--- config.mk ---
export PLATFORM = sky130hd
export DESIGN_NAME = imem_fetch_ctrl
export DESIGN_NICKNAME = d
export VERILOG_FILES = /design/src/rtl/imem_ctrl_pkg.sv /design/src/rtl/pc_sequencer.sv /design/src/rtl/imem_fetch_ctrl.sv
export SDC_FILE = /design/constraint.sdc
export NUM_CORES = 1
export LEC_CHECK = 0
export ABC_AREA = 1
export BUFFER_PORTS_ARGS = -buffer_cell sky130_fd_sc_hd__buf_2
export CAP_MARGIN = 10
export CORE_UTILIZATION = 30
export DETAILED_ROUTE_END_ITERATION = 16
export GPL_TIMING_DRIVEN = 0
export PLACE_DENSITY_LB_ADDON = 0.2
export SETUP_SLACK_MARGIN = 0.05
export SLEW_MARGIN = 30
export SYNTH_ARGS = -nofsm -noshare
export SYNTH_HDL_FRONTEND = slang
export SYNTH_SLANG_ARGS = --single-unit
--- constraint.sdc ---
create_clock -name clk -period 4.9 [get_ports clk]
set_input_delay 0.98 -clock clk [delete_from_list [all_inputs] [get_ports clk]]
set_output_delay 0.98 -clock clk [all_outputs]
set_load 0.05 [all_outputs]
--- src/rtl/imem_ctrl_pkg.sv ---
// Shared types and constants for the instruction-memory fetch controller.
package imem_ctrl_pkg;

    typedef enum logic [1:0] {
        IDLE = 2'd0,
        LOAD = 2'd1,
        RUN  = 2'd2,
        HALT = 2'd3
    } fetch_state_t;

    localparam logic [31:0] ECALL_WORD = 32'h0000_0073;
    localparam logic [31:0] PC_INCR    = 32'd4;

endpackage : imem_ctrl_pkg

--- src/rtl/pc_sequencer.sv ---
// Program counter register: restart to RESET_PC, else stall > branch > +4 while advancing.
module pc_sequencer
    import imem_ctrl_pkg::*;
#(
    parameter logic [31:0] RESET_PC = 32'h0000_0000
) (
    input  logic        clk,
    input  logic        reset,
    input  logic        restart_i,
    input  logic        advance_i,
    input  logic        stall_i,
    input  logic        branch_taken_i,
    input  logic [31:0] branch_target_i,
    output logic [31:0] pc_o
);

    logic [31:0] pc_q;
    logic [31:0] pc_d;

    always_comb begin
        // NOTE: pc_d takes a default before any branch so no path can leave it unassigned and infer a latch.
        pc_d = pc_q;
        if (restart_i) begin
            pc_d = RESET_PC;
        end else if (advance_i && !stall_i) begin
            if (branch_taken_i) begin
                pc_d = branch_target_i & 32'hFFFF_FFFC;
            end else begin
                pc_d = pc_q + PC_INCR;
            end
        end
    end

    always_ff @(posedge clk or posedge reset) begin
        // NOTE: flops use non-blocking assignments so every register samples pre-edge values.
        if (reset) begin
            pc_q <= RESET_PC;
        end else begin
            pc_q <= pc_d;
        end
    end

    assign pc_o = pc_q;

endmodule : pc_sequencer

--- src/rtl/imem_fetch_ctrl.sv ---
// Shares one IMEM port between the boot loader (writes) and the core fetch path (reads);
// owns the run/halt FSM, the loader address counter and the retired-instruction counter.
module imem_fetch_ctrl
    import imem_ctrl_pkg::*;
#(
    parameter int unsigned ADDR_SIZE = 8,
    parameter int unsigned INST_SIZE = 32,
    parameter logic [31:0] RESET_PC  = 32'h0000_0000
) (
    input  logic                 clk,
    input  logic                 reset,
    input  logic                 load_en,
    input  logic                 run_en,
    input  logic                 load_valid,
    output logic                 load_ready,
    input  logic [INST_SIZE-1:0] load_data,
    input  logic                 load_last,
    output logic                 imem_we,
    output logic [ADDR_SIZE-1:0] imem_waddr,
    output logic [INST_SIZE-1:0] imem_wdata,
    output logic [ADDR_SIZE-1:0] imem_addr,
    input  logic [INST_SIZE-1:0] imem_rdata,
    input  logic                 stall,
    input  logic                 branch_taken,
    input  logic [31:0]          branch_target,
    output logic [31:0]          pc_out,
    output logic [INST_SIZE-1:0] instr_out,
    output logic                 instr_valid,
    output logic                 halted,
    output logic [ADDR_SIZE:0]   load_words,
    output logic [31:0]          instr_count
);

    fetch_state_t         state_q;
    logic [ADDR_SIZE-1:0] waddr_q;
    logic [ADDR_SIZE:0]   load_words_q;
    logic [31:0]          instr_count_q;
    logic [31:0]          pc;

    logic in_run;
    logic can_start;
    logic start_load;
    logic start_run;
    logic accept;
    logic load_done;
    logic ecall;

    assign in_run     = (state_q == RUN);
    assign can_start  = (state_q == IDLE) || (state_q == HALT);
    assign start_load = can_start && load_en;
    assign start_run  = can_start && !load_en && run_en;

    assign load_ready = (state_q == LOAD);
    assign accept     = load_ready && load_valid;
    assign load_done  = accept && (load_last || (waddr_q == '1));

    // Write side is only live in LOAD, read side only in RUN, so the port is never contended.
    assign imem_we     = accept;
    assign imem_waddr  = accept ? waddr_q : '0;
    assign imem_wdata  = accept ? load_data : '0;
    assign imem_addr   = in_run ? pc[ADDR_SIZE+1:2] : '0;
    assign instr_out   = in_run ? imem_rdata : '0;
    assign instr_valid = in_run && !stall;
    assign ecall       = instr_valid && (instr_out == INST_SIZE'(ECALL_WORD));

    assign halted      = (state_q == HALT);
    assign load_words  = load_words_q;
    assign instr_count = instr_count_q;
    assign pc_out      = pc;

    always_ff @(posedge clk or posedge reset) begin
        if (reset) begin
            state_q      <= IDLE;
            waddr_q      <= '0;
            load_words_q <= '0;
        end else begin
            case (state_q)
                IDLE, HALT: begin
                    if (start_load) begin
                        state_q <= LOAD;
                        waddr_q <= '0;
                    end else if (start_run) begin
                        state_q <= RUN;
                    end
                end
                LOAD: begin
                    if (load_done) begin
                        state_q      <= IDLE;
                        load_words_q <= {1'b0, waddr_q} + (ADDR_SIZE+1)'(1);
                        waddr_q      <= '0;
                    end else if (accept) begin
                        waddr_q <= waddr_q + ADDR_SIZE'(1);
                    end
                end
                RUN: begin
                    if (ecall) begin
                        state_q <= HALT;
                    end
                end
                default: state_q <= IDLE;
            endcase
        end
    end

    always_ff @(posedge clk or posedge reset) begin
        if (reset) begin
            instr_count_q <= '0;
        end else if (start_run) begin
            instr_count_q <= '0;
        end else if (instr_valid && (instr_count_q != 32'hFFFF_FFFF)) begin
            instr_count_q <= instr_count_q + 32'd1;
        end
    end

    // ECALL freezes the PC on its own address; HALT then keeps it frozen.
    pc_sequencer #(
        .RESET_PC (RESET_PC)
    ) u_pc_sequencer (
        .clk             (clk),
        .reset           (reset),
        .restart_i       (start_run),
        .advance_i       (in_run && !ecall),
        .stall_i         (stall),
        .branch_taken_i  (branch_taken),
        .branch_target_i (branch_target),
        .pc_o            (pc)
    );

endmodule : imem_fetch_ctrl

# ---- Yosys cells after proc, flatten, opt, wreduce, memory -nomap -nowiden
# Index checks and enable logic that the tools add are counted.
dict set report word_totals {
  ff_bits 83
  latch_bits 0
  ramBits 0
  mem_bits_ro 0
  elab_cells 61
  n_memories 0
}
dict set report classes {
  add_sub_neg 4
  mul 0
  n_div 0
  magnitude_cmp 0
  eq_ne 11
  shift 0
  mux 18
  bitwise_logic 0
  reduce_logical 23
}
# op count
set op_table {}
lappend op_table {{$mux 32} 7}
lappend op_table {{$mux 8} 5}
lappend op_table {{$add 32x1->32 const B} 1}
lappend op_table {{$add 32x3->32 const B} 1}
lappend op_table {{$eq 32x7->1 const B} 1}
lappend op_table {{$ne 32x32->1 const B} 1}
lappend op_table {{$pmux 8 s2} 1}
lappend op_table {{$logic_and 1x1->1} 10}
lappend op_table {{$add 8x1->9 const B} 1}
lappend op_table {{$add 8x1->8 const B} 1}
lappend op_table {{$eq 8x8->1 const B} 1}
lappend op_table {{$mux 2} 4}
lappend op_table {{$pmux 2 s3} 1}
lappend op_table {{$reduce_and 3->1} 2}
lappend op_table {{$reduce_bool 2->1} 3}
lappend op_table {{$eq 2x2->1 const B} 2}
lappend op_table {{$ne 2x1->1 const B} 2}
lappend op_table {{$logic_not 1->1} 3}
lappend op_table {{$ne 3x1->1 const B} 1}
lappend op_table {{$ne 3x3->1 const B} 1}
lappend op_table {{$eq 2x1->1 const B} 1}
lappend op_table {{$logic_not 2->1} 1}
lappend op_table {{$logic_or 1x1->1} 2}
lappend op_table {{$ne 2x2->1 const B} 1}
lappend op_table {{2 further kinds} 2}

# ---- Logic depth before layout (Yosys ltp)
# Gate-level depths: netlist of the first run.
dict set report depth {
  depth_word 9
  ltp_mapped 15
  ltp_nobuf 12
}

# ---- By module
# Synthesis of the first run repeated with hierarchy kept, for this count alone.
dict set report unflattened {
  hier_cells 1043
  hier_area_um2 6419.9
}
# module instances cells_per_inst area_per_inst_um2
set by_module_without_submodules {}
lappend by_module_without_submodules {imem_fetch_ctrl 1 652 4083.9}
lappend by_module_without_submodules {pc_sequencer 1 391 2336.0}

# ---- Worst setup path after synthesis of the first run
# Ideal clock, no wire load.
dict set report synth_timing {
  path_kind {register -> output}
  start {reg state_q[1]}
  end {out imem_wdata[21]}
  arrival_time_ns 2.301
  required_time_ns 3.920
  setup_slack_ns 1.619
  path_stages_with_launch 7
  cell_sequence {dfrtp_1 > inv_1 > ha_1 > nand2_1 > clkbuf_1 > clkbuf_1 > nor2_1}
}
dict set report synth_via {
  elab_chain_len 3
}
# item line
set synth_rtl {}
lappend synth_rtl {{from (decl)} imem_fetch_ctrl.sv:34} ;# fetch_state_t state_q;
lappend synth_rtl {{from (signal assigned)} imem_fetch_ctrl.sv:73} ;# state_q <= IDLE;
lappend synth_rtl {{from (signal assigned)} imem_fetch_ctrl.sv:80} ;# state_q <= LOAD;
lappend synth_rtl {{from (signal assigned)} imem_fetch_ctrl.sv:83} ;# state_q <= RUN;
lappend synth_rtl {{$eq 2x1->1} imem_fetch_ctrl.sv:53} ;# assign load_ready = (state_q == LOAD);
lappend synth_rtl {{net load_ready} imem_fetch_ctrl.sv:15} ;# output logic load_ready,
lappend synth_rtl {{$logic_and 1x1->1} imem_fetch_ctrl.sv:54} ;# assign accept = load_ready && load_valid;
lappend synth_rtl {{$mux 32} imem_fetch_ctrl.sv:60} ;# assign imem_wdata = accept ? load_data : '0;
lappend synth_rtl {{to (decl)} imem_fetch_ctrl.sv:20} ;# output logic [INST_SIZE-1:0] imem_wdata,
# The timed path passes the listed nets, and every way through them passes these cells.

# ---- Worst setup path after layout of the first run
dict set report layout_timing {
  start {reg state_q[1]}
  end {out imem_wdata[27]}
}
dict set report layout_via {
  elab_chain_len 3
}
# item line
set layout_rtl {}
lappend layout_rtl {{$eq 2x1->1} imem_fetch_ctrl.sv:53}
lappend layout_rtl {{$logic_and 1x1->1} imem_fetch_ctrl.sv:54}
lappend layout_rtl {{$mux 32} imem_fetch_ctrl.sv:60}
# Every way passes these cells.

==> metrics.cfg, run 1 <==
[finish]
post-route-util_pct=40.1
final_area_um2=8400
layout_common_cells=324 x nand2_1, 261 x buf_2, 175 x nor2_1, 153 x inv_1, 99 x nand3_1
n_antenna_cell=0
fin_nets=1421
fillers=2334
final_common_cell=nand2_1
regArea_um2=2030
area.growth.synth_to_final_pct=31.1
final_layout_size_suffix_gt1_share_pct=25.2
multiInputGateArea_um2=3530

[synthesis]
synthFlopType=dfrtp_1
ys_ff_latch=81
synth_edf_count=0
ys_seq_area_share_pct=31.6
ys_types=37
syn_inst=1041
avgSynthCellArea_um2=6.15
async_reset_ff_share_pct=100
syn-cell-area_um2=6400
yosysWarnings=0

[status]
status=finished, final reports clean

[worst_setup_path]
worstPathRequired_ns=3.92
critical_path.most_common_cell=clkbuf_1
slowest_delay_ns=0.42
crit_type=flip-flop to primary output
cp_data_arrival_time_ns=2.28
critPathTopFamily=buffers and inverters
cp-end-kind=primary output
crit_path_start_kind=flip-flop
crit_path_top_delay_cell=dfrtp_1
critPathBufInv=4
path_cells=inv_1, ha_1, nand2_1, clkbuf_1, clkbuf_1, nor2_1, buf_2
critPathMaxFanout=10

[global_routing]
grt_pass1_wl_um=35800
grt-ovfl-total=0
grtUsageTotal_pct=20.8
grt_max_degree=52
first_global_vias=6834
antenna_found_initial=0

[detailed_routing]
route.detailed.drc=0
drt_wl_total_um=22500
drtAntennaViolNets=0
first_pass_iters=5
drt_iter0_drc=388
wl_per_cell_um=14.1
via_count=7387
vias_per_cell=4.65

[place]
place_congestion=0.937
port-buffer-count=256
detailed_place.area_um2=8070
dpl_worst_slack_ns=1.65
hpwl_um=17900

[floorplan]
core_um2=21000
io_pins=261
start_util_pct=30.6
die_h_um=148
num_rows=53
dieArea_um2=21900
dieWidth_um=148

[cts]
numCtsBuffers=9
cts.clk_slew.worst_paths_ns=0.07
tritoncts=yes
numClockSinks=81
htreeDepth=3
root_buffer=clkbuf_16
cts_hold_buf=0
cts.path.max_buffers=2
post_cts_buffers=0
cts-resized-gates=0
clk_latency_ns=0.36

[timing]
period_needed_ns=3.26
finalCritPeriodShare_pct=66.5
hold_viol_final=0
rsz0062_at_grt=false
setup_ws_ns=1.64
fmax_mhz=307
slew_viol_final=0
max_slew.worst_pin.slew_ns=0.635
setup_viol_count_final=0
slew_headroom_pct=57.4
finClkSkew_ns=0.00887
fin_tns_setup_ns=0

[power_and_ir_drop]
p_leak_nw=4.72
vdd_drop_max_mv=0.346
power_density_nw_per_um2=520

[worst_hold_path]
worstHoldPathType=flip-flop to flip-flop

[job]
cap_violations=0

[Yosys cell counts (3+ instances only)]
cell type	number	area [um^2]
dfrtp_1	81	2030
o21ai_0	34	170
nand4_1	31	194
inv_1	154	578
nor2_1	175	657
nand2_2	10	62.6
buf_6	7	78.8
buf_2	5	25.0
xor2_1	9	78.8
xnor2_1	3	26.3
nand3_1	99	495
nand3b_1	6	45.0
nor2_2	3	18.8
ha_1	7	87.6
nand2_4	3	33.8
inv_2	3	11.3
o22ai_1	7	43.8
nand2_1	324	1220
buf_8	3	45.0
o21ai_2	9	78.8
nor2_4	3	33.8
a21oi_1	10	50.1
buf_4	5	37.5
nor3_1	9	45.0
o21ai_1	11	55.1
o21bai_1	6	45.0
clkbuf_1	14	52.6
[path summary, 6_finish.rpt]
check                              start                      to  slack (ns)  cells past startpoint
max                           state_q[1]          imem_wdata[27]        1.64                      7
min in group asynchronous          reset  u_pc_sequencer.pc_o[6]        0.60                      2
max reg2reg                   state_q[0]          instr_count[0]        2.61                     10
max in group asynchronous          reset         instr_count[30]        3.74                      3
min reg2reg                load_words[8]           load_words[8]        0.50                      2
min                        load_words[8]           load_words[8]        0.50                      2
[metal layers]
layer  track usage, %  vias to the layer above  wire [um]
li1                 -                     3787          -
met1             27.3                     3352      10100
met2             35.0                      220      10800
met3             3.34                       28       1130
met4             6.13                        0        422
met5                0                        -          0
[power breakdown]
part           switching (W)  internal, W  leakage [nW]
clock network       0.000326     0.000457         0.162
registers           0.000255     0.000831          1.09
logic                0.00188     0.000616          3.47
[state kept, by name, summed over array words and instances (netlist names)]
name,cells
load_words,9
state_q,2
u_pc_sequencer.pc_o,30
waddr_q,8
instr_count,32
[worst register-to-register path: cells and delay by family, from the launching register on]
kind	cells	cell delay, ns
flops	1	0.40
compound gates	1	0.07
simple gates	4	0.61
buf+inv	4	0.76
fa+ha+maj	1	0.33
[cells by family (layout without fill, tap and decap cells)]
logic type,Yosys count,count (layout),share of synthesized area (%)
flops,81,81,31.6
other cells,1,2,0.0585
fa+ha+maj,7,7,1.37
buf+inv,193,466,13.3
mux,1,1,0.156
compound gates,78,78,7.01
simple gates,668,668,44.8
xor+xnor,12,12,1.64
[layout make-up]
type,instances,area share [%]
multi-input cells,768,42.0
flip-flops and latches,81,24.1
repair buffers,257,15.6
inverters,157,7.08
well taps,275,4.10
plain buffers,36,3.13
clock buffers,9,2.68
clock inverters,7,1.24
[through the flow]
stage               total power (W)  hold WS [ns]  std cells
global route                0.00463         0.525       1590
finish                      0.00436         0.500       1590
CTS                         0.00440         0.498       1590
detailed placement          0.00361         0.481       1574
floorplan                   0.00293         0.495       1042
global placement            0.00358         0.472       1573
(Power assumes the default switching activity.)
==> run 2, diff against run 1 <==
clock period = 2.8 ns   (was 4.9 ns; I/O delays follow)
==> metrics.cfg, run 2 (same netlist as run 1, synthesis figures left out) <==
[finish]
fin_nets=1421
largest_reg_flops=32
area.growth.synth_to_final_pct=31.3
n_antenna_cell=0
finalNonFillerCells=1590
final_layout_size_suffix_gt1_share_pct=25.6
post-route-util_pct=40.1
layout_common_cells=323 x nand2_1, 259 x buf_2, 175 x nor2_1, 153 x inv_1, 99 x nand3_1
final_area_um2=8410
final_common_cell=nand2_1

[worst_setup_path]
cp-end-kind=primary output
critPathBufInv=6
slowest_delay_ns=0.42
crit_path_top_delay_cell=dfrtp_1
critPathTopFamily=buffers and inverters
reg2reg_slack_ns=0.50
startpoint=state_q[0]
cp_data_arrival_time_ns=2.01
r2r-start=state_q[0]
critical_path.most_common_cell=inv_1
path_cells=inv_1, ha_1, buf_6, buf_4, clkbuf_2, nand2_1, inv_1, buf_2
r2r_end=instr_count[0]
rr_worst_depth=10
crit_path_start_kind=flip-flop
worstPathRequired_ns=2.24
crit_type=flip-flop to primary output
critPathMaxFanout=10

[place]
hpwl_um=17900
place_congestion=0.937
detailed_place.area_um2=8070
port-buffer-count=256
dpl.cell_count=1574

[detailed_routing]
route.detailed.drc=0
drt_wl_total_um=22500
vias_per_cell=4.65
drt_iter0_drc=384
first_pass_iters=5
wl_per_cell_um=14.2
via_count=7398
drtAntennaViolNets=0

[cts]
numClockSinks=81
tritoncts=yes
cts.clk_slew.worst_paths_ns=0.07
cts.path.max_buffers=2
clk_latency_ns=0.36
htreeDepth=3
numCtsBuffers=9
root_buffer=clkbuf_16
post_cts_buffers=0
cts_hold_buf=0

[timing]
fmax_mhz=389
setup_viol_count_final=0
hold_viol_final=0
slew_headroom_pct=55.5
period_needed_ns=2.57
slew_viol_final=0
max_slew.worst_pin.slew_ns=0.664
timing.hold.ws_ns=0.183
rsz0062_at_grt=false
finClkSkew_ns=0.00909
finalCritPeriodShare_pct=91.8

[floorplan]
start_util_pct=30.6
die_h_um=148
io_pins=261
core_um2=21000
dieArea_um2=21900
num_rows=53
dieWidth_um=148

[power_and_ir_drop]
power.total_w=0.00765
vdd_drop_max_mv=0.606
power_density_nw_per_um2=909
p_leak_nw=4.73

[global_routing]
antenna_found_initial=0
grt-ovfl-total=0
grt_use_met3_pct=3.34
first_global_vias=6834
grt_pass1_wl_um=35800
grt_util_met1_pct=27.3
grtUsageTotal_pct=20.8
grt_use_met2_pct=35.0
grt_max_degree=52
busiest_layer=met2

[worst_hold_path]
worstHoldPathType=input pin to asynchronous set/reset pin

[status]
status=finished, final reports clean

[job]
cap_violations=0

## run 2: changes by cell type in the layout (fill, tap and decap cells not counted), sizes merged
cell | previous run | this run
clkbuf | 23 | 25
buf | 279 | 277
## run 2: area by class of cell
| cell class | instances | area, um^2 |
|---|---|---|
| fillers | 2334 | 12500 |
| flip-flops and latches | 81 | 2030 |
| inverters | 157 | 594 |
| clock buffers | 9 | 225 |
| plain buffers | 36 | 268 |
| multi-input cells | 768 | 3530 |
| repair buffers | 257 | 1320 |
| clock inverters | 7 | 104 |
| well taps | 275 | 344 |
## run 2: layer usage
| metal | vias up | routed length, um | part of all wire [%] |
|---|---|---|---|
| met1 | 3360 | 10100 | 45 |
| met3 | 30 | 1230 | 5.5 |
| met4 | 0 | 441 | 2.0 |
| met2 | 226 | 10800 | 48 |
| li1 | 3782 | - | - |
| met5 | - | 0 | 0 |
## run 2: through the flow
step / setup TNS [ns] / setup WS [ns]
after floorplan: -0.606 / -0.0606
after global placement: -96.52 / -1.20
after detailed placement: 0 / 0.313
after CTS: 0 / 0.0661
after global routing: 0 / 0.0517
final: 0 / 0.228
## run 2: worst max path at each step
stage                           end  depth (start not counted)
global route         imem_wdata[25]                          7
global placement    instr_count[21]                          2
floorplan            imem_wdata[21]                          6
CTS                   instr_out[11]                          8
detailed placement   imem_wdata[27]                          7
finish                 imem_addr[3]                          8
## run 2: worst reg2reg max path, cell delays in order (launching register included)
cell and delay (ns):
dfrtp_1 0.41, inv_1 0.08, ha_1 0.33, nand2_1 0.08, nand2_1 0.07, nor2_1 0.29
inv_1 0.17, buf_4 0.21, clkbuf_1 0.29, nand3_1 0.17, o21ai_1 0.07
## run 2: report_power, final
part | leakage (nW) | switching, W | internal (W)
Sequential | 1.09 | 0.000449 | 0.00145
Clock | 0.162 | 0.000569 | 0.000799
Combinational | 3.48 | 0.00329 | 0.00109
## run 2: what timing repair did
action | 4_1_cts | 5_1_grt
gates resized for setup | 3 | 7
pin swaps | 0 | 0
endpoints found under the setup margin | 20 | 20
==> run 3, diff against run 2 <==
CELL_PAD_IN_SITES_DETAIL_PLACEMENT = 1   (was unset)
CELL_PAD_IN_SITES_GLOBAL_PLACEMENT = 1   (was unset)
CTS_BUF_LIST = sky130_fd_sc_hd__clkbuf_4 sky130_fd_sc_hd__clkbuf_8   (was unset)
==> metrics.cfg, run 3 (same netlist as run 1, synthesis figures left out) <==
[status]
status=finished, final reports clean

[worst_setup_path]
crit_type=flip-flop to primary output
critical_path.most_common_cell=inv_1
reg2reg_slack_ns=0.48
startpoint=state_q[0]
cp-end-kind=primary output
worstPathRequired_ns=2.24
crit_path_top_delay_cell=dfrtp_1
critPathBufInv=6
slowest_delay_ns=0.42
cp.depth=8
critPathTopFamily=buffers and inverters
cp_data_arrival_time_ns=2.02
path_cells=inv_1, ha_1, buf_6, buf_4, clkbuf_4, nand2_1, inv_1, buf_2
critPathMaxFanout=10
r2r-start=state_q[0]
crit_path_end=imem_addr[3]
crit_path_start_kind=flip-flop
r2r_end=u_pc_sequencer.pc_o[24]
rr_worst_depth=10

[finish]
fillers=2935
largest_reg_flops=32
area.growth.synth_to_final_pct=29.8
final_area_um2=8310
n_antenna_cell=0
regArea_um2=2030
final_common_cell=nand2_1
layout_common_cells=324 x nand2_1, 253 x buf_2, 174 x nor2_1, 153 x inv_1, 99 x nand3_1
post-route-util_pct=39.7
multiInputGateArea_um2=3530
fin_nets=1421
final_layout_size_suffix_gt1_share_pct=25.6

[floorplan]
die_h_um=148
dieWidth_um=148
dieArea_um2=21900
num_rows=53
core_um2=21000
io_pins=261
start_util_pct=30.6

[global_routing]
grt-ovfl-total=0
grt_max_degree=48
grt_pass1_wl_um=39400
antenna_found_initial=0
first_global_vias=7279
grtUsageTotal_pct=23.1

[place]
place_congestion=0.910
hpwl_um=20300
detailed_place.area_um2=8070
dpl_worst_slack_ns=0.268
port-buffer-count=256

[timing]
rsz0062_at_grt=false
slew_headroom_pct=57.4
fmax_mhz=387
timing.hold.ws_ns=0.159
finClkSkew_ns=0.0166
slew_viol_final=0
setup_viol_count_final=0
hold_viol_final=0
max_slew.worst_pin.slew_ns=0.635
setup_ws_ns=0.216
finalCritPeriodShare_pct=92.3
period_needed_ns=2.58

[detailed_routing]
first_pass_iters=4
drt_iter0_drc=272
drtAntennaViolNets=0
vias_per_cell=4.75
route.detailed.drc=0
via_count=7547
drt_wl_total_um=25000
wl_per_cell_um=15.7

[cts]
clk_latency_ns=0.39
root_buffer=clkbuf_8
cts.clk_slew.worst_paths_ns=0.10
post_cts_buffers=0
numClockSinks=81
tritoncts=yes
cts.path.max_buffers=2
numCtsBuffers=9
htreeDepth=3
cts_hold_buf=0

[power_and_ir_drop]
power.total_w=0.00733
vdd_drop_max_mv=0.599
p_leak_nw=4.66
power_density_nw_per_um2=882

[job]
cap_violations=0

[worst_hold_path]
worstHoldPathType=input pin to asynchronous set/reset pin

## run 3: cell count changes in the layout (fill, tap and decap cells not counted), moves of 2 or more
cell and change:
clkbuf_4 +8, clkbuf_2 -3, clkinvlp_4 +2, clkbuf_8 +9, clkbuf_16 -9, buf_2 -6
inv_6 -2
## run 3: worst min path at each step
stage | startpoint | to | slack, ns | cells past startpoint
6_report | reset | u_pc_sequencer.pc_o[2] | 0.16 | 2
2_1_floorplan | state_q[0] | state_q[0] | 0.50 | 2
5_1_grt | reset | u_pc_sequencer.pc_o[2] | 0.17 | 2
3_5_place_dp | load_words[8] | load_words[8] | 0.48 | 2
3_3_place_gp | load_words[8] | load_words[8] | 0.46 | 2
4_1_cts | reset | instr_count[25] | 0.16 | 2
## run 3: layout make-up
type | instances | share of cell area, %
well taps | 275 | 4.14
repair buffers | 257 | 16.1
clock buffers | 9 | 1.49
inverters | 157 | 7.15
plain buffers | 36 | 3.25
flip-flops and latches | 81 | 24.4
multi-input cells | 768 | 42.5
clock inverters | 7 | 0.993
## run 3: timing repair
item	in CTS	in global routing
hold endpoints to repair	0	0
gates resized for setup	5	17
setup endpoints to repair	31	26
## run 3: metrics by stage
step | std cells | TNS [ns]
after floorplan | 1042 | -0.606
after global placement | 1573 | -98.72
after detailed placement | 1574 | 0
after CTS | 1590 | 0
after global routing | 1590 | 0
final | 1590 | 0
## run 3: layer usage
| layer | routed length (um) | track usage [%] | vias up |
|---|---|---|---|
| met4 | 241 | 4.90 | 0 |
| li1 | - | - | 3774 |
| met2 | 12700 | 41.2 | 127 |
| met5 | 0 | 0 | - |
| met1 | 11400 | 29.7 | 3630 |
| met3 | 622 | 2.91 | 16 |
## run 3: power breakdown
| group | switching [W] | total (W) | internal [W] |
|---|---|---|---|
| Clock | 0.000535 | 0.000963 | 0.000428 |
| Sequential | 0.000459 | 0.00191 | 0.00145 |
| Combinational | 0.00336 | 0.00446 | 0.00110 |
| Total | 0.00435 | 0.00733 | 0.00298 |
